## config.mk

```make
export PLATFORM = sky130hd
export DESIGN_NAME = spi_sck_engine
export DESIGN_NICKNAME = d
export VERILOG_FILES = /design/src/rtl/spi_sck_engine.sv
export SDC_FILE = /design/constraint.sdc
export NUM_CORES = 1
export LEC_CHECK = 0
export ABC_AREA = 1
export CORE_MARGIN = 2
export CORE_UTILIZATION = 40
export DETAILED_ROUTE_END_ITERATION = 8
export DONT_BUFFER_PORTS = 1
export PLACE_DENSITY_LB_ADDON = 0.1
export RECOVER_POWER = 100
export SYNTH_ARGS = -nofsm -noshare
export SYNTH_HDL_FRONTEND = slang
export SYNTH_SLANG_ARGS = --single-unit
```

## constraint.sdc

```tcl
create_clock -name sysclk -period 1.8 [get_ports sysclk]
set_input_delay 0.27 -clock sysclk [delete_from_list [all_inputs] [get_ports sysclk]]
set_output_delay 0.27 -clock sysclk [all_outputs]
set_load 0.01 [all_outputs]
```

## src/rtl/spi_sck_engine.sv

```systemverilog
// SPI serial-clock engine: one frame of (nbits+1) bits per start, any CPOL/CPHA, per-edge strobes.
// Define SPI_SCK_CSDLY_EN to add chip-select generation with setup/hold delays.
module spi_sck_engine #(
   parameter int DIV_W = 8,
   parameter int CNT_W = 6
`ifdef SPI_SCK_CSDLY_EN
   ,
   parameter int CSD_W = 4
`endif
) (
   input  logic             sysclk,
   input  logic             rst_n,
   input  logic             enable,
   input  logic             start,
   input  logic             cpol,
   input  logic             cpha,
   input  logic [DIV_W-1:0] divider,
   input  logic [CNT_W-1:0] nbits,
`ifdef SPI_SCK_CSDLY_EN
   input  logic [CSD_W-1:0] cs_setup,
   input  logic [CSD_W-1:0] cs_hold,
   output logic             cs_n,
`endif
   output logic             sck,
   output logic             sample,
   output logic             shift,
   output logic             last,
   output logic             busy,
   output logic             done
);

   localparam int EW = CNT_W + 1;

`ifdef SPI_SCK_CSDLY_EN
   typedef enum logic [1:0] {IDLE, SETUP, RUN, HOLD} state_t;
`else
   typedef enum logic {IDLE, RUN} state_t;
`endif

   state_t           state_q, state_d;
   logic             accept, load_run, tog, finish;
   logic             cpha_q, sck_q, fin_q;
   logic [DIV_W-1:0] div_q, hcnt_q;
   logic [EW-1:0]    ecnt_q;
`ifdef SPI_SCK_CSDLY_EN
   logic [CSD_W-1:0] csd_q, hold_q;
   logic             enter_hold;
`endif

   always_comb begin
      state_d  = state_q;
      accept   = 1'b0;
      load_run = 1'b0;
      tog      = 1'b0;
      finish   = 1'b0;
      if (!enable) begin
         state_d = IDLE;
      end else begin
         case (state_q)
            IDLE: begin
               if (start) begin
                  accept = 1'b1;
`ifdef SPI_SCK_CSDLY_EN
                  if (cs_setup != '0) begin
                     state_d = SETUP;
                  end else begin
                     state_d  = RUN;
                     load_run = 1'b1;
                  end
`else
                  state_d  = RUN;
                  load_run = 1'b1;
`endif
               end
            end
`ifdef SPI_SCK_CSDLY_EN
            SETUP: begin
               if (csd_q == CSD_W'(1)) begin
                  state_d  = RUN;
                  load_run = 1'b1;
               end
            end
            HOLD: begin
               if (csd_q == CSD_W'(1)) begin
                  state_d = IDLE;
                  finish  = 1'b1;
               end
            end
`endif
            RUN: begin
               // fin_q marks the cycle after the final toggle
               if (fin_q) begin
`ifdef SPI_SCK_CSDLY_EN
                  if (hold_q != '0) begin
                     state_d = HOLD;
                  end else begin
                     state_d = IDLE;
                     finish  = 1'b1;
                  end
`else
                  state_d = IDLE;
                  finish  = 1'b1;
`endif
               end else if (hcnt_q == '0) begin
                  tog = 1'b1;
               end
            end
            default: state_d = IDLE;
         endcase
      end
   end

   // Shadow parameters and counters; the edge counter runs down from 2*(nbits+1)-1,
   // so an odd value marks a leading edge and zero marks the final toggle.
   always_ff @(posedge sysclk) begin
      if (accept) begin
         cpha_q <= cpha;
         div_q  <= divider;
         ecnt_q <= {nbits, 1'b1};
      end else if (tog) begin
         ecnt_q <= ecnt_q - EW'(1);
      end
      if (load_run)
         hcnt_q <= accept ? divider : div_q;
      else if (tog)
         hcnt_q <= div_q;
      else if (state_q == RUN)
         hcnt_q <= hcnt_q - DIV_W'(1);
   end

`ifdef SPI_SCK_CSDLY_EN
   assign enter_hold = (state_q == RUN) && fin_q && (state_d == HOLD);

   always_ff @(posedge sysclk) begin
      if (accept) begin
         csd_q  <= cs_setup;
         hold_q <= cs_hold;
      end else if (enter_hold) begin
         csd_q <= hold_q;
      end else if (state_q == SETUP || state_q == HOLD) begin
         csd_q <= csd_q - CSD_W'(1);
      end
   end
`endif

   always_ff @(posedge sysclk or negedge rst_n) begin
      if (!rst_n) begin
         state_q <= IDLE;
         sck_q   <= 1'b0;
         fin_q   <= 1'b0;
         sample  <= 1'b0;
         shift   <= 1'b0;
         last    <= 1'b0;
         done    <= 1'b0;
`ifdef SPI_SCK_CSDLY_EN
         cs_n    <= 1'b1;
`endif
      end else begin
         state_q <= state_d;
         done    <= finish;
         fin_q   <= tog && (ecnt_q == '0);
         sample  <= tog && (cpha_q ? !ecnt_q[0] : ecnt_q[0]);
         shift   <= tog && (cpha_q ? ecnt_q[0] : (!ecnt_q[0] && (ecnt_q != '0)));
         last    <= tog && (cpha_q ? (ecnt_q == '0) : (ecnt_q == EW'(1)));
         if (accept)
            sck_q <= cpol;
         else if (tog)
            sck_q <= ~sck_q;
`ifdef SPI_SCK_CSDLY_EN
         cs_n    <= (state_d == IDLE);
`endif
      end
   end

   // Idle SCK follows the cpol input; in the done cycle it still shows the frame's cpol
   assign sck  = (state_q == IDLE && !done) ? cpol : sck_q;
   assign busy = (state_q != IDLE);

endmodule

```

After elaboration in Yosys (flattened, before gate mapping):

Cells that the tools add are included.

* bits in registers: 31
* input port bits: 20
* output and inout port bits: 6

* $add $sub $neg: 2
* eq/ne operators: 1
* muxes and demuxes: 25
* bitwise operators: 2
* reductions and logical operators: 13

Operators with widths (count)
* $mux W8: 4
* $mux W1: 18
* $mux W7: 2
* $logic_not A8 Y1: 1
* $sub A8 B1 Y8 const B: 1
* $eq A7 B1 Y1 const B: 1
* $logic_not A7 Y1: 1
* $reduce_bool A7 Y1: 1
* $sub A7 B1 Y7 const B: 1
* $logic_and A1 B1 Y1: 6
* $reduce_bool A3 Y1: 1
* $logic_not A1 Y1: 2
* $not A1 Y1: 2
* $pmux W1 S2: 1
* $reduce_bool A2 Y1: 1

Logic depth before layout (Yosys ltp):

Gate-level depths: netlist of the first run.

* depth after elaboration: 7
* depth in mapped cells: 9
* depth with buffers taken out: 9

Least setup slack after synthesis of the first run:

OpenSTA, ideal clock, no wires.

* path kind: reg2reg
* start: register hcnt_q[0]
* end: register ecnt_q[1] (enable)
* library setup time: 326 ps
* arrival time: 1111 ps
* path slack: 364 ps
* cell stages (with the launch flop): 7
* path buffers: 0
* period minus slack after synthesis: 1436 ps
* path through: edfxtp_1 -> inv_1 -> ha_1 -> inv_1 -> nor2_1 -> nand2_2 -> nand2_1

* cells in the longest elaborated chain, start to end: 6

Ends and longest elaborated chain
* from (decl): RTL line 43 `logic [DIV_W-1:0] div_q, hcnt_q;`
* from (signal assigned): RTL line 124 `hcnt_q <= accept ? divider : div_q;`
* from (signal assigned): RTL line 126 `hcnt_q <= div_q;`
* from (signal assigned): RTL line 128 `hcnt_q <= hcnt_q - DIV_W'(1);`
* $logic_not A8 Y1: RTL line 104 `end else if (hcnt_q == '0) begin`
* $mux W1: RTL line 104
* $mux W1: RTL line 92 `if (fin_q) begin`
* $mux W1: RTL line 59 `case (state_q)`
* $mux W1: RTL line 56 `if (!enable) begin`
* $reduce_bool A2 Y1 (no source line)
* to (signal assigned): RTL line 119 `ecnt_q <= {nbits, 1'b1};`
* to (signal assigned): RTL line 121 `ecnt_q <= ecnt_q - EW'(1);`
* to (decl): RTL line 44 `logic [EW-1:0] ecnt_q;`

Every way passes these cells.
A chain may end at the register's enable or synchronous reset.

Worst setup path in the final report of the first run:

* start: register hcnt_q[0]
* end: register ecnt_q[2] (enable)

Same word-level chain as after synthesis.

==> metrics.txt, run 1 <==
CTS tree=yes; worst-path maximum fanout=8; dpl cell area=0.001649 mm²; Final period util=90.03%; # diodes=0; DRC=0; via count=1218; Worst Path Arrival=1.56 ns; largest area contributor in the netlist=edfxtp_1; CP Class=reg2reg; Die Ht=67.01 µm; Final setup viols=0; Crit. End Element=flop; Total GRT Usage=16.61%; Clock Sinks=31; Max clock buf depth=2; Final ANT Viol Nets=0; final wirelength=3180 µm; layout cells sized above 1=6.542%; Die Area=0.004490 mm²; status=completed; fin area=0.001735 mm²; ranking of synthesized cells by area=edfxtp_1 28%, nand2_1 23%, dfxtp_1 11%, dfrtp_1 11%, inv_1 4.3%; Die Span X=67.01 µm; Crit path top cell by count=inv_1; crit path cell chain=inv_1, ha_1, inv_1, nor2_1, nand2_2, nand2_1; CP Buf/Inv Count=2; Syn Area/Cell=7.745 µm²; Nets=236; placed cell count=253; Root Buffer=clkbuf_8; Yosys top cell area share=28.37%; post_cts resized=0; delay-heaviest family, CP=simple AND/OR/NAND/NOR gates; Final Util=46.36%; Pleak=0.8727 nW; final hold vios=0; met1 WL=1608 µm; Hold/Removal Path Class=in2reg; crit-path max cell delay=0.36 ns; Synth Cell Area=0.001588 mm²; most frequent cells in the layout=98 x nand2_1, 19 x inv_1, 19 x nor2_1; Slew Limit Fails=0; RSZ-0062 raised after global routing=no; detailed placement HPWL=2388 µm; wire per inst=12.14 µm; initial antenna violation count=0; Syn Inst Count=205; Tightest Pin Transition=0.3817 ns; CTS Buf Count=5; number of global-route vias before repair=1192; met2 routed WL=1370 µm; PortBufs=0; Max Clk Rate=617.1 MHz; final worst setup slack=0.1794 ns; Yosys reg bits=31; P per Cell Area=1025 mW/mm²; met3 routed wirelength=180 µm; Starting Density=42.41%; # rows=22; Layout area overhead=9.298%; relative slew slack=74.49%; register area share after synthesis=50.75%; placer's final routability congestion estimate=0.8161; H-tree depth=2; syn_nets=228; total gr overflow=0; Slowest cell on crit path=edfxtp_1; vias per inst=4.649; Ys Warns=0; Clock Pin Slew Worst Setup and Hold Paths=0.06 ns; worst path required time=1.74 ns; Initial DRC Count=69; IO Count=26; first-pass GRT wire length=5395 µm; largest net degree at the start of global routing=13; maximum vdd drop=0.0005697 V; Synth cell types=23; core box area=0.003744 mm²; max-cap violations=0; pre-CTS setup slack=0.1721 ns; post-route insts no fill=262; Setup TNS=0 ns; minimum clock period=1.621 ns; clock latency on the worst-skew pair=0.27 ns; CP startpoint kind=flop; commonest non-fill, non-tap cell in the layout=nand2_1; drt pass-1 iters=4; top routing layer in use=met4; Worst Skew=0.004255 ns
-- cell families (layout without fill, tap and decap cells) --
group	Yosys count	in the layout	synth area share, %
DFF	31	31	50.75
xor gates and xnor gates	4	4	2.207
and+or+nand+nor	134	134	34.83
buffers and inverters	22	31	5.831
adders and majority gates	3	3	2.364
AOI/OAI and AO/OA	10	10	3.310
muxes	1	1	0.7092
-- path summary, 6_finish.rpt --
path                                      from                   to  cells past startpoint  slack, ns
max                        hcnt_q[0]$_DFFE_PP_  ecnt_q[2]$_DFFE_PP_                      6       0.18
min                                       cpha     cpha_q$_DFFE_PP_                      0       0.09
max reg2reg                hcnt_q[0]$_DFFE_PP_  ecnt_q[2]$_DFFE_PP_                      6       0.18
min reg2reg                   div_q[3]$_DFF_P_     div_q[3]$_DFF_P_                      2       0.44
max in group asynchronous                rst_n      fin_q$_DFF_PN0_                      1       1.26
min in group asynchronous                rst_n       last$_DFF_PN0_                      1       0.31
-- where the power goes --
part           total (W)  switching [W]  internal, W  leakage (nW)
clock network   0.000550       0.000242     0.000308        0.0482
logic           0.000313       0.000201     0.000111         0.507
registers       0.000915      0.0000620     0.000853         0.317
total            0.00178       0.000506      0.00127         0.873
-- metal layers --
layer | vias up | GRT usage [%]
met5 | - | 0
li1 | 655 | -
met1 | 530 | 23.21
met2 | 31 | 23.64
met3 | 2 | 4.899
met4 | 0 | 6.888
-- cells in the mapped netlist --
master	instances
a22oi_1	1
ha_1	3
nor2_4	2
nand3_1	11
inv_1	18
nand2_2	2
xnor2_1	1
nand4_1	1
nor3b_2	1
dfxtp_1	9
edfxtp_1	15
inv_2	1
nor2_2	2
buf_6	1
mux2_2	1
xor2_1	3
o21ai_0	4
dfrtp_1	7
nor2_1	18
o21ai_1	4
nand2_1	97
buf_2	2
a21oi_1	1
-- timing repair --
action	4_1_cts	5_1_grt
hold endpoints to repair	7	0
hold buffers	1	0
setup buffers	0	0
-- state kept, by name (all words and copies together) (netlist names) --
signal and cells:
busy 1, cpha_q 1, div_q 8, done 1, ecnt_q 7, fin_q 1
hcnt_q 8, last 1, sample 1, sck_q 1, shift 1
-- per-stage QoR --
stage | hold WS, ns | total power [W]
finish | 0.08941 | 0.001778
global route | 0.07124 | 0.001918
CTS | 0.07848 | 0.001808
detailed placement | -0.02545 | 0.001243
global placement | -0.02545 | 0.001237
floorplan | -0.02559 | 0.001171
-- area by class of cell --
type / instances / area [µm²]
Fill cell: 391 / 2008
Sequential cell: 31 / 805.8
Multi-Input combinational cell: 152 / 674.4
Clock buffer: 7 / 86.33
Inverter: 19 / 71.32
Tap cell: 48 / 60.06
Timing Repair Buffer: 4 / 32.53
Clock inverter: 1 / 5.005
(Power assumes the default switching activity.)
==> run 2: changes to the inputs <==
==> constraint.sdc (replaced) <==
create_clock -name sysclk -period 1.4 [get_ports sysclk]
set_input_delay 0.21 -clock sysclk [delete_from_list [all_inputs] [get_ports sysclk]]
set_output_delay 0.21 -clock sysclk [all_outputs]
set_load 0.01 [all_outputs]
==> run 2 against run 1 <==
  * The run now ends with negative setup slack left
  * Highest routed layer unchanged
  * Design area is 13% higher
  * Sequential power is 27% higher
  * Via count is 7.2% higher
  * Count of clock-buffer cells in the layout stayed put
  * Non-clock buffer count is 14 higher
  * Critical endpoint is now sck
==> metrics.txt, run 2 (synthesis gave the netlist of run 1 again) <==
status=complete, but fails checks (was completed); failing checks=negative setup slack; via count=1306 (was 1218); Hold/Removal Path Class=in2reg (unchanged); initial antenna violation count=0 (unchanged); multi-input combinational cell area=768.2 µm² (was 674.4 µm²); CP startpoint kind=flop (unchanged); Final ANT Viol Nets=0 (unchanged); Worst Path Arrival=1.22 ns (was 1.56 ns); most frequent cells in the layout=93 x nand2_1, 16 x inv_1, 15 x edfxtp_1 (was 98 x nand2_1, 19 x inv_1, 19 x nor2_1); dpl cell area=0.001729 mm² (was 0.001649 mm²); Top Registers=div_q x8, hcnt_q x8, ecnt_q x7 (unchanged); Clock Pin Slew Worst Setup and Hold Paths=0.06 ns (about the same); fin area=0.001953 mm² (was 0.001735 mm²); PortBufs=0 (unchanged); CTS Buf Count=5 (unchanged); wire per inst=11.83 µm (was 12.14 µm); Final setup viols=1 (was 0); maximum vdd drop=0.0004919 V (was 0.0005697 V); Pleak=0.9705 nW (was 0.8727 nW); Die Ht=67.01 µm (unchanged); Nets=250 (was 236); minimum clock period=1.427 ns; Final period util=101.9%; Max clock buf depth=2 (unchanged); vias per inst=4.732 (was 4.649); # diodes=0 (unchanged); Tightest Pin Transition=0.3642 ns (was 0.3817 ns); layout cells sized above 1=22.37% (was 6.542%); Initial DRC Count=68 (was 69); IO Count=26 (unchanged); number of global-route vias before repair=1263 (was 1192); total gr overflow=0 (unchanged); Crit. End Element=output pin (was flop); H-tree depth=2 (unchanged); RSZ-0062 raised after global routing=yes (was no); final worst setup slack=-0.02678 ns (was 0.1794 ns); drt pass-1 iters=4 (unchanged); commonest non-fill, non-tap cell in the layout=nand2_1 (unchanged); first-pass GRT wire length=5630 µm (was 5395 µm); relative slew slack=75.66% (was 74.49%); CP Class=reg2out (was reg2reg); Clock Sinks=31 (unchanged); worst-path maximum fanout=2 (was 8); final hold vios=0 (unchanged); Total GRT Usage=17.40% (was 16.61%); Max Clk Rate=700.9 MHz; CTS tree=yes (unchanged); Root Buffer=clkbuf_8 (unchanged); largest net degree at the start of global routing=12 (was 13); Die Area=0.004490 mm² (unchanged); filler cell count=371 (was 391); DRC=0 (unchanged); worst path required time=1.19 ns (was 1.74 ns); Starting Density=42.41% (unchanged); Worst Skew=0.004199 ns (was 0.004255 ns); max-cap violations=0 (unchanged); Die Span X=67.01 µm (unchanged); P per Cell Area=1228 mW/mm² (was 1025 mW/mm²); core box area=0.003744 mm² (unchanged); Layout area overhead=23.01% (was 9.298%); # rows=22 (unchanged); Worst Hold Slack=0.02103 ns (was 0.08941 ns); Slew Limit Fails=0 (unchanged); final wirelength=3265 µm (was 3180 µm); placer's final routability congestion estimate=0.8060 (was 0.8161); pre-CTS setup slack=-0.03948 ns (was 0.1721 ns); detailed placement HPWL=2406 µm (was 2388 µm); Sequential Area=807.0 µm² (was 805.8 µm²); clock latency on the worst-skew pair=0.28 ns (was 0.27 ns)
run 2: critical path: stages, from the launching register on:
cell and delay (ns):
dfrtp_2 0.41, buf_6 0.13, nor2_4 0.07, mux2_4 0.32
run 2: area by class of cell:
class	count	area share, %
sequential	31	41.32
multi-input combinational	152	39.33
timing repair buffer	18	8.200
clock buffer	7	3.908
inverter	19	3.908
tap	48	3.075
clock inverter	1	0.2562
run 2: report_power, final:
group / internal (W) / switching [W] / total, W
logic: 0.000237 / 0.000334 / 0.000571
clock network: 0.000348 / 0.000321 / 0.000669
registers: 0.00110 / 0.0000605 / 0.00116
run 2: path summary, 6_finish.rpt:
kind	startpoint	end	slack (ns)	cells past startpoint
min in group asynchronous	rst_n	done$_DFF_PN0_	0.26	1
max in group asynchronous	rst_n	busy$_DFF_PN0_	0.87	1
setup / recovery	busy$_DFF_PN0_	sck	-0.03	3
hold reg to reg	div_q[6]$_DFF_P_	div_q[6]$_DFF_P_	0.45	2
hold / removal	cpha	cpha_q$_DFFE_PP_	0.02	0
setup reg to reg	busy$_DFF_PN0_	hcnt_q[1]$_DFFE_PP_	0.02	8
run 2: what timing repair did:
| item | in CTS | in global routing |
|---|---|---|
| hold buffers | 1 | 0 |
| resized for setup | 17 | 18 |
| pin swaps | 3 | 4 |
| buffers inserted | 1 | 3 |
| setup endpoints to repair | 14 | 24 |
| hold endpoints to repair | 7 | 0 |
run 2: per-stage QoR:
step                      setup TNS [ns]  total power [W]  utilization [%]  cells
after CTS                       -0.04997         0.002370            50.33    273
final                           -0.02678         0.002398            52.17    276
after global routing              -1.101         0.002551            52.17    276
after detailed placement         -0.3244         0.001661            46.19    263
after global placement                 0         0.001651            46.19    263
after floorplan                        0         0.001508                -    205
run 2: routing by layer:
| metal | vias to the layer above | wire length [µm] | GRT usage (%) |
|---|---|---|---|
| met4 | 0 | 75 | 9.184 |
| met1 | 585 | 1584 | 22.74 |
| met5 | - | 0 | 0 |
| li1 | 687 | - | - |
| met2 | 26 | 1452 | 26.86 |
| met3 | 8 | 151 | 3.547 |
==> run 3: changes to the inputs <==
--- a/config.mk
+++ b/config.mk
@@ -6,11 +6,11 @@
 export NUM_CORES = 1
 export LEC_CHECK = 0
 export ABC_AREA = 1
+export CORE_ASPECT_RATIO = 0.6
 export CORE_MARGIN = 2
 export CORE_UTILIZATION = 40
 export DETAILED_ROUTE_END_ITERATION = 8
 export DONT_BUFFER_PORTS = 1
-export PLACE_DENSITY_LB_ADDON = 0.1
 export RECOVER_POWER = 100
 export SYNTH_ARGS = -nofsm -noshare
 export SYNTH_HDL_FRONTEND = slang
==> constraint.sdc (replaced) <==
create_clock -name sysclk -period 1.75 [get_ports sysclk]
set_input_delay 0.2625 -clock sysclk [delete_from_list [all_inputs] [get_ports sysclk]]
set_output_delay 0.2625 -clock sysclk [all_outputs]
set_load 0.01 [all_outputs]
==> run 3 against run 2 <==
  * The run now ends clean
  * Worst setup slack improved by 0.20 ns
  * Critical path depth rose by 4
  * Clock power fell by 14%
  * Count of clock-buffer cells in the layout did not move
  * Register-to-register slack improved by 0.15 ns
  * Total power fell by 23%
  * Hold slack improved by 0.061 ns
  * Die area rose by 0.36%
  * Critical endpoint is now hcnt_q[7]$_DFFE_PP_
  * Largest power group unchanged
  * Highest routed layer is now met3
==> metrics.txt, run 3 (synthesis gave the netlist of run 1 again) <==
Worst Skew=0.004384 ns (was 0.004199 ns); CTS Buf Count=5 (unchanged); Clock Sinks=31 (unchanged); Slew Limit Fails=0 (unchanged); post-CTS setup buffers=0 (was 1); Final setup viols=0 (was 1); Sw Share=28.91% (was 29.83%); relative slew slack=73.93% (was 75.66%); DRC=0 (unchanged); register share of total power=51.2% (was 48.3%); IO Count=26 (unchanged); Total GRT Usage=15.55% (was 17.40%); most frequent cells in the layout=97 x nand2_1, 18 x inv_1, 18 x nor2_1 (was 93 x nand2_1, 16 x inv_1, 15 x edfxtp_1); Pleak=0.8647 nW (was 0.9705 nW); drt pass-1 iters=4 (unchanged); crit path from=busy$_DFF_PN0_ (unchanged); first-pass GRT wire length=5106 µm (was 5630 µm); hold_buf cts=1 (unchanged); commonest non-fill, non-tap cell in the layout=nand2_1 (unchanged); filler cell count=381 (was 371); Hold/Removal Path Class=in2reg (unchanged); worst-path maximum fanout=7 (was 2); Die Ht=52.80 µm (was 67.01 µm); Setup TNS=0 ns (was -0.02678 ns); core box area=0.003744 mm² (unchanged); Final ANT Viol Nets=0 (unchanged); H-tree depth=2 (unchanged); Max Clk Rate=632.6 MHz; Initial DRC Count=55 (was 68); Clock Pin Slew Worst Setup and Hold Paths=0.07 ns (was 0.06 ns); maximum vdd drop=0.0004564 V (was 0.0004919 V); Crit. End Element=flop (was output pin); RSZ-0062 raised after global routing=no (was yes); total gr overflow=0 (unchanged); Die Span X=85.34 µm (was 67.01 µm); Worst Path Arrival=1.61 ns (was 1.22 ns); clock latency on the worst-skew pair=0.28 ns (about the same); clock share of power=31.1% (was 27.9%); via count=1199 (was 1306); final hold vios=0 (unchanged); Root Buffer=clkbuf_8 (unchanged); P per Cell Area=1061 mW/mm² (was 1228 mW/mm²); detailed placement HPWL=2335 µm (was 2406 µm); Max clock buf depth=2 (unchanged); wire per inst=12.27 µm (was 11.83 µm); layout cells sized above 1=7.042% (was 22.37%); CP startpoint kind=flop (unchanged); Final Power=0.001838 W (was 0.002398 W); Nets=235 (was 250); pre-CTS setup slack=0.1976 ns (was -0.03948 ns); Final period util=90.33%; final worst setup slack=0.1692 ns (was -0.02678 ns); Die Area=0.004506 mm² (was 0.004490 mm²); hold_sp=cpha (unchanged); PortBufs=0 (unchanged); # rows=17 (was 22); switching pwr=0.0005313 W (was 0.0007153 W); Tightest Pin Transition=0.3901 ns (was 0.3642 ns); Pint=0.001307 W (was 0.001683 W); worst path required time=1.78 ns (was 1.19 ns); number of global-route vias before repair=1074 (was 1263); max-cap violations=0 (unchanged); post_cts resized=0 (was 17); largest net degree at the start of global routing=19 (was 12); Gate power share=17.7% (was 23.8%); initial antenna violation count=0 (unchanged); Top Registers=div_q x8, hcnt_q x8, ecnt_q x7 (unchanged); placer's final routability congestion estimate=0.8366 (was 0.8060); CTS tree=yes (unchanged); Critical R2R Launch=busy$_DFF_PN0_ (unchanged); status=completed (was complete, but fails checks); CP Class=reg2reg (was reg2out); # diodes=0 (unchanged); final wirelength=3190 µm (was 3265 µm); Layout area overhead=9.141% (was 23.01%); minimum clock period=1.581 ns; Starting Density=42.41% (unchanged); vias per inst=4.612 (was 4.732)
[run 3: per-stage QoR]
| step | util [%] | cell area (µm²) | hold slack [ns] | cells |
|---|---|---|---|---|
| after detailed placement | 43.82 | 1640 | -0.03295 | 251 |
| after floorplan | - | 1588 | -0.03309 | 205 |
| final | 46.29 | 1733 | 0.08174 | 260 |
| after global placement | 43.82 | 1640 | -0.03295 | 251 |
| after CTS | 46.49 | 1740 | 0.07407 | 260 |
| after global routing | 46.29 | 1733 | 0.06194 | 260 |
[run 3: critical path, cell delays in order (launching register included)]
cell and delay (ns):
dfrtp_1 0.52, nand2_2 0.13, nor2_1 0.11, nand2_1 0.10
nor2_4 0.21, nor2_2 0.12, nand2_1 0.10, nand2_1 0.05
[run 3: metal layers]
metal | vias to the layer above | part of all wire (%) | global-route usage, %
met3 | 0 | 7.0 | 5.354
met5 | - | 0 | 0
li1 | 654 | - | -
met2 | 32 | 35 | 19.53
met4 | 0 | 0 | 5.556
met1 | 513 | 58 | 23.69
[run 3: layout make-up]
class	count	area [µm²]	area share (%)
clock buffers	7	86.33	4.982
clock inverters	1	3.754	0.2166
inverters	19	71.32	4.116
multi-input cells	152	684.4	39.49
flip-flops and latches	31	805.8	46.50
well taps	47	58.81	3.394
repair buffers	3	22.52	1.300
[run 3: power groups by stage]
| stage | clock [W] | sequential, W | combinational (W) |
|---|---|---|---|
| 2_1_floorplan | 0 | 0.000938 | 0.000266 |
| 3_3_place_gp | 0 | 0.000956 | 0.000322 |
| 3_5_place_dp | 0 | 0.000956 | 0.000324 |
| 4_1_cts | 0.000590 | 0.000942 | 0.000330 |
| 5_1_grt | 0.000621 | 0.000954 | 0.000383 |
| 6_report | 0.000572 | 0.000941 | 0.000325 |
[run 3: final timing paths]
path / slack (ns) / depth (start not counted) / end
worst min register to register: 0.45 / 2 / div_q[5]$_DFF_P_
worst max-delay path: 0.17 / 7 / hcnt_q[7]$_DFFE_PP_
max in group asynchronous: 1.22 / 1 / sck_q$_DFFE_PN0P_
worst max register to register: 0.17 / 7 / hcnt_q[7]$_DFFE_PP_
worst min-delay path: 0.08 / 0 / cpha_q$_DFFE_PP_
min in group asynchronous: 0.30 / 1 / fin_q$_DFF_PN0_
